===== config.mk =====
export PLATFORM = sky130hd
export DESIGN_NAME = trap_ctrl
export DESIGN_NICKNAME = d
export VERILOG_FILES = /design/src/rtl/trap_ctrl.sv
export SDC_FILE = /design/constraint.sdc
export NUM_CORES = 1
export LEC_CHECK = 0
export CAP_MARGIN = 10
export CORE_ASPECT_RATIO = 1.1
export CORE_MARGIN = 8
export CORE_UTILIZATION = 40
export CTS_CLUSTER_DIAMETER = 150
export DETAILED_ROUTE_END_ITERATION = 10
export PLACE_DENSITY_LB_ADDON = 0.3
export SLEW_MARGIN = 10
export SYNTH_ARGS = -nofsm -noshare
export SYNTH_HDL_FRONTEND = slang
export SYNTH_SLANG_ARGS = --single-unit

===== constraint.sdc =====
create_clock -name clk -period 3.16 [get_ports clk]
set_clock_uncertainty 0.05 [all_clocks]
set_input_delay 0.474 -clock clk [delete_from_list [all_inputs] [get_ports clk]]
set_output_delay 0.474 -clock clk [all_outputs]
set_load 0.005 [all_outputs]

===== src/rtl/trap_ctrl.sv =====
// trap_ctrl: trap/return sequencer between decode/execute and the CSR file.
// On ecall/ebreak/enabled irq it writes mepc, mcause and mstatus, then jumps
// to mtvec. On mret it restores mstatus and jumps to mepc. While idle, core
// CSR accesses pass straight through to the CSR file port.
module trap_ctrl #(
  parameter logic [11:0] ADDR_MSTATUS = 12'h000,
  parameter logic [11:0] ADDR_MEPC    = 12'h041,
  parameter logic [11:0] ADDR_MCAUSE  = 12'h042,
  parameter logic [11:0] ADDR_MTVEC   = 12'h005,
  parameter logic [31:0] CAUSE_EBREAK = 32'h0000_0003,
  parameter logic [31:0] CAUSE_ECALL  = 32'h0000_000B,
  parameter logic [31:0] CAUSE_IRQ    = 32'h8000_000B
) (
  input  logic        clk,
  input  logic        rst,
  input  logic        ecall,
  input  logic        ebreak,
  input  logic        mret,
  input  logic        irq,
  input  logic [31:0] pc_cur,
  input  logic        core_csr_w,
  input  logic [11:0] core_csr_addr,
  input  logic [31:0] core_csr_wdata,
  output logic        csr_w,
  output logic [11:0] csr_addr,
  output logic [31:0] csr_wdata,
  input  logic [31:0] csr_rdata,
  output logic        stall,
  output logic        pc_redirect,
  output logic [31:0] pc_target
);

  typedef enum logic [2:0] {
    IDLE,
    W_EPC,
    W_CAUSE,
    W_STAT,
    JUMP,
    R_STAT,
    R_JUMP
  } state_t;

  state_t      state;
  logic [31:0] mstatus_q;
  logic [31:0] epc_q;
  logic [31:0] cause_q;

  logic take_ebreak;
  logic take_ecall;
  logic take_mret;
  logic take_irq;
  logic accept;

  // Event qualification in priority order; only meaningful while idle.
  always_comb begin
    take_ebreak = (state == IDLE) && ebreak;
    take_ecall  = (state == IDLE) && !ebreak && ecall;
    take_mret   = (state == IDLE) && !ebreak && !ecall && mret;
    take_irq    = (state == IDLE) && !ebreak && !ecall && !mret && irq && mstatus_q[3];
    accept      = take_ebreak | take_ecall | take_mret | take_irq;
  end

  // CSR port mux, stall and redirect; reset silences everything but the pass-through.
  always_comb begin
    // NOTE: every output gets a default first so no path through the case can infer a latch.
    csr_w       = 1'b0;
    csr_addr    = core_csr_addr;
    csr_wdata   = core_csr_wdata;
    stall       = 1'b0;
    pc_redirect = 1'b0;
    pc_target   = 32'h0;
    if (!rst) begin
      unique case (state)
        IDLE: begin
          csr_w = core_csr_w & ~accept;
          stall = accept;
        end
        W_EPC: begin
          csr_w     = 1'b1;
          csr_addr  = ADDR_MEPC;
          csr_wdata = epc_q;
          stall     = 1'b1;
        end
        W_CAUSE: begin
          csr_w     = 1'b1;
          csr_addr  = ADDR_MCAUSE;
          csr_wdata = cause_q;
          stall     = 1'b1;
        end
        W_STAT: begin
          csr_w     = 1'b1;
          csr_addr  = ADDR_MSTATUS;
          csr_wdata = {mstatus_q[31:8], mstatus_q[3], mstatus_q[6:4], 1'b0, mstatus_q[2:0]};
          stall     = 1'b1;
        end
        JUMP: begin
          csr_addr    = ADDR_MTVEC;
          stall       = 1'b1;
          pc_redirect = 1'b1;
          pc_target   = {csr_rdata[31:2], 2'b00};
        end
        R_STAT: begin
          csr_w     = 1'b1;
          csr_addr  = ADDR_MSTATUS;
          csr_wdata = {mstatus_q[31:8], 1'b1, mstatus_q[6:4], mstatus_q[7], mstatus_q[2:0]};
          stall     = 1'b1;
        end
        R_JUMP: begin
          csr_addr    = ADDR_MEPC;
          stall       = 1'b1;
          pc_redirect = 1'b1;
          pc_target   = csr_rdata;
        end
        default: begin
          stall = 1'b1;
        end
      endcase
    end
  end

  // Sequencer state, captured trap context and the mstatus shadow.
  always_ff @(posedge clk) begin
    // NOTE: sequential state uses non-blocking assignments so every register samples pre-edge values.
    if (rst) begin
      state     <= IDLE;
      mstatus_q <= 32'h0;
      epc_q     <= 32'h0;
      cause_q   <= 32'h0;
    end else begin
      if (csr_w && (csr_addr == ADDR_MSTATUS)) begin
        mstatus_q <= csr_wdata;
      end
      unique case (state)
        IDLE: begin
          if (take_ebreak || take_ecall || take_irq) begin
            epc_q   <= pc_cur;
            cause_q <= take_ebreak ? CAUSE_EBREAK : (take_ecall ? CAUSE_ECALL : CAUSE_IRQ);
            state   <= W_EPC;
          end else if (take_mret) begin
            state <= R_STAT;
          end
        end
        W_EPC:   state <= W_CAUSE;
        W_CAUSE: state <= W_STAT;
        W_STAT:  state <= JUMP;
        R_STAT:  state <= R_JUMP;
        default: state <= IDLE;
      endcase
    end
  end

endmodule


== Word-level counts from Yosys, hierarchy flattened ==
Cells that the tools add are included.

* Shifts and indexed selects: 0
* Equality and inequality tests: 7
* Bitwise gates (word level): 5
* Mux-type cells: 17
* $mul: 0
* Div/mod/pow operators: 0
* Order comparisons: 0
* Add/sub/neg operators: 0
* Reduce and logical (&&, ||, !) cells: 21

{| class="wikitable"
|+ Operators with widths
! kind !! count
|-
| 32-bit two-way mux || 4
|-
| 32-bit case mux with 4 select lines || 1
|-
| 32-bit case mux with 2 select lines || 1
|-
| 12-bit case mux with 4 select lines || 1
|-
| 3-bit case mux with 5 select lines || 1
|-
| 12-bit zero test || 1
|-
| 12-bit two-way mux || 1
|-
| 3-bit equality test (second input constant) || 3
|-
| 1-bit logical AND || 9
|-
| 3-bit by 2-bit equality test with 1-bit output (second input constant) || 2
|-
| 3-bit two-way mux || 2
|-
| 2-bit OR reduction || 3
|-
| 1-bit two-way mux || 5
|-
| 4-bit OR reduction || 1
|-
| 3-bit by 1-bit equality test with 1-bit output (second input constant) || 1
|-
| 1-bit zero test || 3
|-
| 3-bit zero test || 1
|-
| 3-bit by 2-bit != test with 1-bit output (second input constant) || 1
|-
| 1-bit bitwise OR || 3
|-
| 1-bit logical OR || 2
|-
| 1-bit case mux with 2 select lines || 1
|-
| 2-bit AND reduction || 1
|-
| 1-bit bitwise AND || 1
|-
| 1-bit NOT || 1
|}

* RAM bits: 0
* Memories: 0
* Output and inout port bits: 79
* Register bits: 99
* Memory bits (read-only): 0
* Input bits: 115
* Latch bits: 0
* Word-level logic and storage cells: 54

== Depth between registers and ports, before layout ==
Gate-level depths: netlist of the first run.

* Depth in word-level cells: 12
* Gate-level depth with buffers: 8
* Gate-level depth less buffers: 5

== Worst setup path after synthesis of the first run ==
OpenSTA, ideal clock, no wires.

* Path kind: input-to-output
* Start: in rst
* End: out csr_addr[6]
* Path buffers: 4
* Stages: 6
* Arrival: 1.799 ns
* Path slack: 0.837 ns
* Cells stage by stage: clkbuf_1 -> clkbuf_1 -> clkbuf_1 -> clkbuf_1 -> a22oi_1 -> o21ai_0

* Cells in the longest elaborated chain, start to end: 1

{| class="wikitable"
|+ Ends and longest elaborated chain
! element !! line !! text
|-
| start: declaration || 15 || <nowiki>input logic rst,</nowiki>
|-
| 12-bit two-way mux || 72 || <nowiki>if (!rst) begin</nowiki>
|-
| end: declaration || 25 || <nowiki>output logic [11:0] csr_addr,</nowiki>
|}

Every way passes these cells.

== Worst setup path in the final report of the first run ==
* Start: reg state[1]
* End: out csr_w

* Cells in the longest elaborated chain, start to end: 11
* Elaborated cells on any way between the ends: 21
* Those cells by class: eq/ne (4); mux (2); bitwise (5); reduce/logical (10)

{| class="wikitable"
|+ Ends and longest elaborated chain
! element !! line !! text
|-
| start: declaration || 43 || <nowiki>state_t state;</nowiki>
|-
| start signal: assignment || 125 || <nowiki>state <= IDLE;</nowiki>
|-
| start signal: assignment || 138 || <nowiki>state <= W_EPC;</nowiki>
|-
| start signal: assignment || 140 || <nowiki>state <= R_STAT;</nowiki>
|-
| 3-bit zero test || n/a ||
|-
| 1-bit logical AND || 57, 58, 59 ||
|-
| 1-bit logical AND || 58, 59 ||
|-
| 1-bit logical AND (3 in a row) || 59 || <nowiki>take_irq = (state == IDLE) && !ebreak && !ecall && !mret && irq && mstatus_q[3];</nowiki>
|-
| 1-bit bitwise OR || 60 || <nowiki>accept = take_ebreak | take_ecall | take_mret | take_irq;</nowiki>
|-
| 1-bit NOT || 75 || <nowiki>csr_w = core_csr_w & ~accept;</nowiki>
|-
| 1-bit bitwise AND || 75 ||
|-
| 1-bit case mux with 2 select lines * || 73 || <nowiki>unique case (state)</nowiki>
|-
| 1-bit two-way mux * || 72 ||
|-
| end: declaration || 24 || <nowiki>output logic csr_w,</nowiki>
|}

Every way passes the cells marked *; elsewhere a longest branch is shown, timed or not.

==> results.py, run 1 <==
metrics = {
    "layout": {
        "fill_cells": 840,
        "drive_gt1_share_pct": 11.8,
        "final_nets": 777,
        "diodes": 0,
        "syn2layout_area_growth_pct": 57.9,
    },
    "routing": {
        "post-route-drc-count": 0,
        "dr.pass1.iters": 4,
        "vias": 4237,
        "ant_nets": 0,
        "drt_wl_total_um": 14500,
        "post_drt_wl_per_cell_um": 18.4,
        "avgViaCountPerCell": 5.38,
        "drt-initial-drc-count": 212,
    },
    "synthesis": {
        "ys_warn_count": 0,
        "synth-seq-cells": 70,
        "ys_types": 39,
        "synth_seq_area_share_pct": 35.7,
        "synth.cell_area_mm2": 0.00393,
        "syn-num-nets": 600,
        "avgSynthCellArea_um2": 8.09,
        "synthCells": 485,
    },
    "setup_path": {
        "critPathRequiredTime_ps": 2640,
        "r2r_cells": 8,
        "critical_path_class": "reg2out",
        "reg2reg_slack_ps": 500,
        "critPathMaxStageDelay_ps": 530,
        "endpoint_kind": "output pin",
        "crit_arrival_ps": 2480,
        "rr_startpoint": "state[1]",
        "crit_slowest_cell": "clkdlybuf4s50_1",
        "regToRegEndpoint": "mstatus_q[0]",
        "startpoint_type": "flop",
        "crit_chain": "buf_4 > or3_4 > a2111oi_4 > a31o_2 > clkdlybuf4s50_1",
        "cp_max_fo": 11,
    },
    "placement": {
        "place_congestion": 0.876,
        "post-dp-hpwl_um": 10700,
        "portBuffers": 193,
    },
    "die": {
        "ios": 194,
        "die_x_um": 110,
        "fp.dieH_um": 120,
        "core_area_mm2": 0.00970,
        "initial_core_util_pct": 40.5,
        "row_count": 38,
        "dieArea_mm2": 0.0132,
    },
    "clocking": {
        "cts_tree": "yes",
        "cts_buffers": 9,
        "clkTransAtPathRegs_ps": 70,
        "cts.sinks": 70,
        "root_buffer": "clkbuf_8",
        "cts_setup_buffers": 0,
        "cts.path.max_buffers": 2,
        "htreeDepth": 3,
        "clkLatencyLatePin_ps": 340,
    },
    "global_routing": {
        "grt_pass1_wl_um": 23300,
        "overflow": 0,
        "first_global_vias": 4367,
        "antenna_found_initial": 0,
        "grt_start_max_net_pins": 42,
        "grt_usage_pct": 21.3,
    },
    "timing": {
        "setup_tns_ps": 0,
        "fin_crit_ps": 3010,
        "timing.fmax_ghz": 0.333,
        "setup_violations": 0,
        "worst_slew_pin_slew_ps": 758,
        "finalHoldViolCount": 0,
        "finalMaxSlewViolations": 0,
        "rsz0062_at_grt": "no",
        "max_slew_margin_pct": 49.4,
        "min_period_over_period_pct": 95.1,
    },
    "job": {
        "cap_violations": 0,
    },
    "hold_path": {
        "hold_path_end": "epc_q[13]",
        "hold_path_depth": 2,
        "min_from": "epc_q[13]",
        "hold_class": "reg2reg",
    },
    "power_and_ir_drop": {
        "power_mw": 2.56,
        "leakage_nw": 2.51,
        "vdd_ir_drop_max_mv": 0.187,
        "p_per_area_mw_per_mm2": 414,
    },
    "run_status": {
        "outcome": "complete, no violations",
    },
}
[flip-flops by register name (all words and copies together) (netlist names)]
register and cells:
cause_q 3, epc_q 32, mstatus_q 32, state 3
[layout by cell type (no fill, tap or decap), types with 3 or more instances in the layout]
master / instances
and3_1: 34
dfxtp_1: 69
o21ai_0: 8
clkdlybuf4s50_1: 192
nor2b_1: 41
nand3_1: 6
nand2b_1: 3
a31oi_1: 6
buf_4: 18
clkinv_2: 3
a32oi_1: 27
mux2_4: 30
nand2_1: 69
nor2_1: 43
inv_1: 8
nor3_1: 3
a21oi_1: 62
clkbuf_8: 11
[power by group]
| group | switching, mW | internal (mW) |
|---|---|---|
| combinational | 0.410 | 0.436 |
| clock | 0.328 | 0.404 |
| sequential | 0.0447 | 0.939 |
[cell families (layout without fill, tap and decap cells)]
family / after synthesis / after routing / share of synthesized area, %
compound gates: 118 / 118 / 19.4
mux: 32 / 32 / 12.0
simple gates: 210 / 210 / 26.6
buf+inv: 54 / 236 / 6.09
xor+xnor: 1 / 1 / 0.223
flops: 70 / 70 / 35.7
[synth_stat cells, drive strengths merged]
library cell,instances,area (um^2)
dfxtp,70,1400
nand2,69,259
a21oi,63,315
nor2,44,165
nor2b,41,257
clkbuf,35,131
and3,34,213
mux2,32,473
a32oi,27,236
buf,11,77.6
inv,8,30.0
o21ai,8,40.0
a31oi,6,37.5
nand3,6,30.0
nor3,5,35.0
nand2b,3,18.8
a211oi,2,15.0
a22oi,2,15.0
o22ai,2,12.5
or2,2,12.5
or4,2,15.0
a2111oi,1,27.5
a31o,1,8.76
a41oi,1,8.76
and2,1,6.26
and3b,1,8.76
nand4bb,1,11.3
o211ai,1,7.51
o221ai,1,8.76
o22a,1,8.76
o2bb2a,1,10.0
o2bb2ai,1,8.76
or3,1,11.3
xor2,1,8.76
[routing by layer]
metal / global-route usage, % / vias up / share of wire [%]
li1: - / 2049 / -
met5: 0 / - / 0
met3: 5.64 / 19 / 5.9
met2: 37.0 / 159 / 49
met4: 7.61 / 0 / 1.8
met1: 24.7 / 2010 / 43
[worst max-delay path by stage]
stage                     to  cells past startpoint     start  slack [ps]
2_1_floorplan    csr_addr[6]                      6       rst         840
3_3_place_gp           csr_w                      5    ebreak         300
3_5_place_dp           csr_w                      5    ebreak         270
4_1_cts                csr_w                      5  state[1]         140
5_1_grt        csr_wdata[25]                      6  state[1]           4
6_report               csr_w                      5  state[1]         150
[stage by stage]
stage | util [%] | area [um^2] | setup slack [ps] | hold WS (ps) | instances
after floorplan | - | 3930 | 837 | 382 | 485
after global placement | 61.8 | 5990 | 296 | 392 | 771
after detailed placement | 61.8 | 5990 | 273 | 397 | 771
after CTS | 63.9 | 6190 | 144 | 407 | 787
after global routing | 63.9 | 6200 | 4.27 | 426 | 787
final | 63.9 | 6200 | 154 | 406 | 787
[worst max-delay path: cells and delay by family, from the launching register on]
family          cells  cell delay, ps
simple gates        1             360
compound gates      2             590
buf+inv             2             770
flops               1             430
[timing repair]
item,in CTS,in global routing
endpoints found under the hold margin,0,0
gates resized for setup,0,1
setup endpoints to repair,0,1
hold buffers,0,0
[layout make-up]
cell class | instances | area, um^2 | area share (%)
clock buffer | 12 | 155 | 2.50
tap | 120 | 150 | 2.42
clock inverter | 4 | 45.0 | 0.727
timing repair buffer | 212 | 2080 | 33.6
inverter | 8 | 30.0 | 0.485
sequential | 70 | 1410 | 22.7
multi-input combinational | 361 | 2330 | 37.6
(Power assumes the default switching activity.)
==> run 2: changes to the inputs <==
CORE_MARGIN = unset   (was 8)
==> run 2 against run 1 <==
  * Sequential cell count unchanged
  * Register-to-register slack better by 140 ps
  * Clock-buffer cell count is 1 lower
  * Non-clock buffer count unchanged
  * Maximum frequency up 2.4%
  * Largest power group unchanged
==> results.py, run 2 (synthesis gave the netlist of run 1 again) <==
metrics = {
    "setup_path": {
        "rr_startpoint": "state[2]",
        "regToRegEndpoint": "mstatus_q[0]",
        "crit_arrival_ps": 2410,
        "r2r_cells": 7,
        "reg2reg_slack_ps": 640,
        "startpoint_type": "flop",
        "cp_max_fo": 25,
        "critical_path_class": "reg2out",
        "critPathRequiredTime_ps": 2640,
        "endpoint_kind": "output pin",
    },
    "global_routing": {
        "antenna_found_initial": 1,
        "grt_usage_pct": 25.0,
        "overflow": 0,
        "grt_pass1_wl_um": 19700,
        "first_global_vias": 4121,
        "grt_start_max_net_pins": 44,
    },
    "power_and_ir_drop": {
        "vdd_ir_drop_max_mv": 0.321,
        "power_frac_comb_pct": 30.5,
        "pwr-share-seq_pct": 36.4,
        "internal_power_mw": 1.94,
        "swShare_pct": 28.6,
        "p_switching_mw": 0.777,
        "p_per_area_mw_per_mm2": 435,
        "clock_power_share_pct": 33.1,
        "leakage_nw": 2.53,
    },
    "clocking": {
        "cts.sinks": 70,
        "clkLatencyLatePin_ps": 330,
        "htreeDepth": 3,
        "cts.path.max_buffers": 2,
        "cts_setup_buffers": 0,
        "clkTransAtPathRegs_ps": 70,
        "cts_buffers": 9,
        "cts_tree": "yes",
        "root_buffer": "clkbuf_8",
    },
    "timing": {
        "fin_crit_ps": 2940,
        "max_slew_margin_pct": 53.7,
        "finalMaxSlewViolations": 0,
        "min_period_over_period_pct": 92.9,
        "finalHoldViolCount": 0,
        "setup_tns_ps": 0,
        "setup_violations": 0,
        "timing.fmax_ghz": 0.341,
        "rsz0062_at_grt": "no",
        "worst_slew_pin_slew_ps": 694,
    },
    "layout": {
        "post-route-util_pct": 66.2,
        "final_nets": 777,
        "fill_cells": 818,
        "drive_gt1_share_pct": 12.3,
        "syn2layout_area_growth_pct": 59.3,
        "final_common_cell": "clkdlybuf4s50_1",
        "multi_input_area_mm2": 0.00233,
        "top_regs": "epc_q: 32 flops, mstatus_q: 32 flops",
        "regArea_mm2": 0.00141,
        "final_cell_mix": "192 x clkdlybuf4s50_1, 69 x nand2_1, 67 x dfxtp_1",
    },
    "routing": {
        "drt-initial-drc-count": 236,
        "drt_wl_total_um": 13100,
        "dr.pass1.iters": 5,
        "avgViaCountPerCell": 5.33,
        "post-route-drc-count": 0,
        "ant_nets": 0,
        "vias": 4183,
        "post_drt_wl_per_cell_um": 16.6,
    },
    "hold_path": {
        "min_from": "epc_q[13]",
        "hold_path_end": "epc_q[13]",
        "hold_path_depth": 2,
        "hold_class": "reg2reg",
    },
    "run_status": {
        "outcome": "complete, no violations",
    },
    "die": {
        "dieArea_mm2": 0.0102,
        "initial_core_util_pct": 41.6,
        "die_x_um": 96.5,
        "core_area_mm2": 0.00944,
        "ios": 194,
        "fp.dieH_um": 106,
        "row_count": 37,
    },
    "placement": {
        "place_congestion": 0.796,
        "post-dp-hpwl_um": 9470,
        "portBuffers": 193,
    },
    "job": {
        "cap_violations": 0,
    },
}
-- run 2: cell types whose count changed in the layout (fill, tap and decap cells not counted) --
| cell | delta |
|---|---|
| clkbuf_1 | -1 |
| dfxtp_2 | +2 |
| clkinvlp_4 | +2 |
| diode_2 | +1 |
| clkinv_2 | -3 |
| dfxtp_1 | -2 |
| bufinv_16 | +2 |
-- run 2: power by group through the flow --
stage / clock network (mW) / registers [mW] / logic [mW]
6_report: 0.900 / 0.990 / 0.829
5_1_grt: 0.958 / 0.998 / 0.900
4_1_cts: 0.917 / 0.988 / 0.832
3_5_place_dp: 0 / 1.01 / 0.827
3_3_place_gp: 0 / 1.01 / 0.815
2_1_floorplan: 0 / 0.978 / 0.378
-- run 2: worst max-delay path by stage --
stage                   from             to  cells after the start
floorplan                rst    csr_addr[6]                      6
CTS                 state[2]  csr_wdata[31]                      5
finish              state[0]  csr_wdata[27]                      6
global route        state[0]  csr_wdata[27]                      6
global placement      ebreak          csr_w                      5
detailed placement    ebreak          csr_w                      5
-- run 2: cell type report --
type	count	area share, %
Sequential cell	70	22.5
Clock buffer	11	2.42
Tap cell	117	2.34
Inverter	8	0.480
Antenna cell	1	0.0400
Timing Repair Buffer	212	33.3
Multi-Input combinational cell	361	37.2
Clock inverter	5	1.68
-- run 2: worst max-delay path, cell delays in order, from the launching register on --
cell and delay [ps]:
dfxtp_4 530, inv_1 200, nor3_4 210, buf_4 250, a32oi_1 70, a21oi_1 260
clkdlybuf4s50_1 550
-- run 2: metrics by stage --
step	power, mW	instances	instance area [um^2]	hold slack (ps)	setup slack [ps]
3_3_place_gp	1.82	768	5990	392	343
3_5_place_dp	1.84	768	5990	396	306
2_1_floorplan	1.36	485	3930	382	837
6_report	2.72	785	6250	406	225
5_1_grt	2.86	785	6250	428	65.6
4_1_cts	2.74	784	6250	406	19.9
-- run 2: what timing repair did --
item,4_1_cts,5_1_grt
hold buffers,0,0
gates resized for setup,0,3
endpoints found under the setup margin,0,30
-- run 2: per-layer routing --
| metal | share of wire [%] | vias to the layer above | wire length, um | track usage [%] |
|---|---|---|---|---|
| li1 | - | 2050 | - | - |
| met1 | 38 | 1932 | 4920 | 26.9 |
| met2 | 51 | 179 | 6670 | 44.9 |
| met3 | 8.9 | 22 | 1160 | 5.65 |
| met4 | 2.4 | 0 | 308 | 12.4 |
| met5 | 0 | - | 0 | 0 |
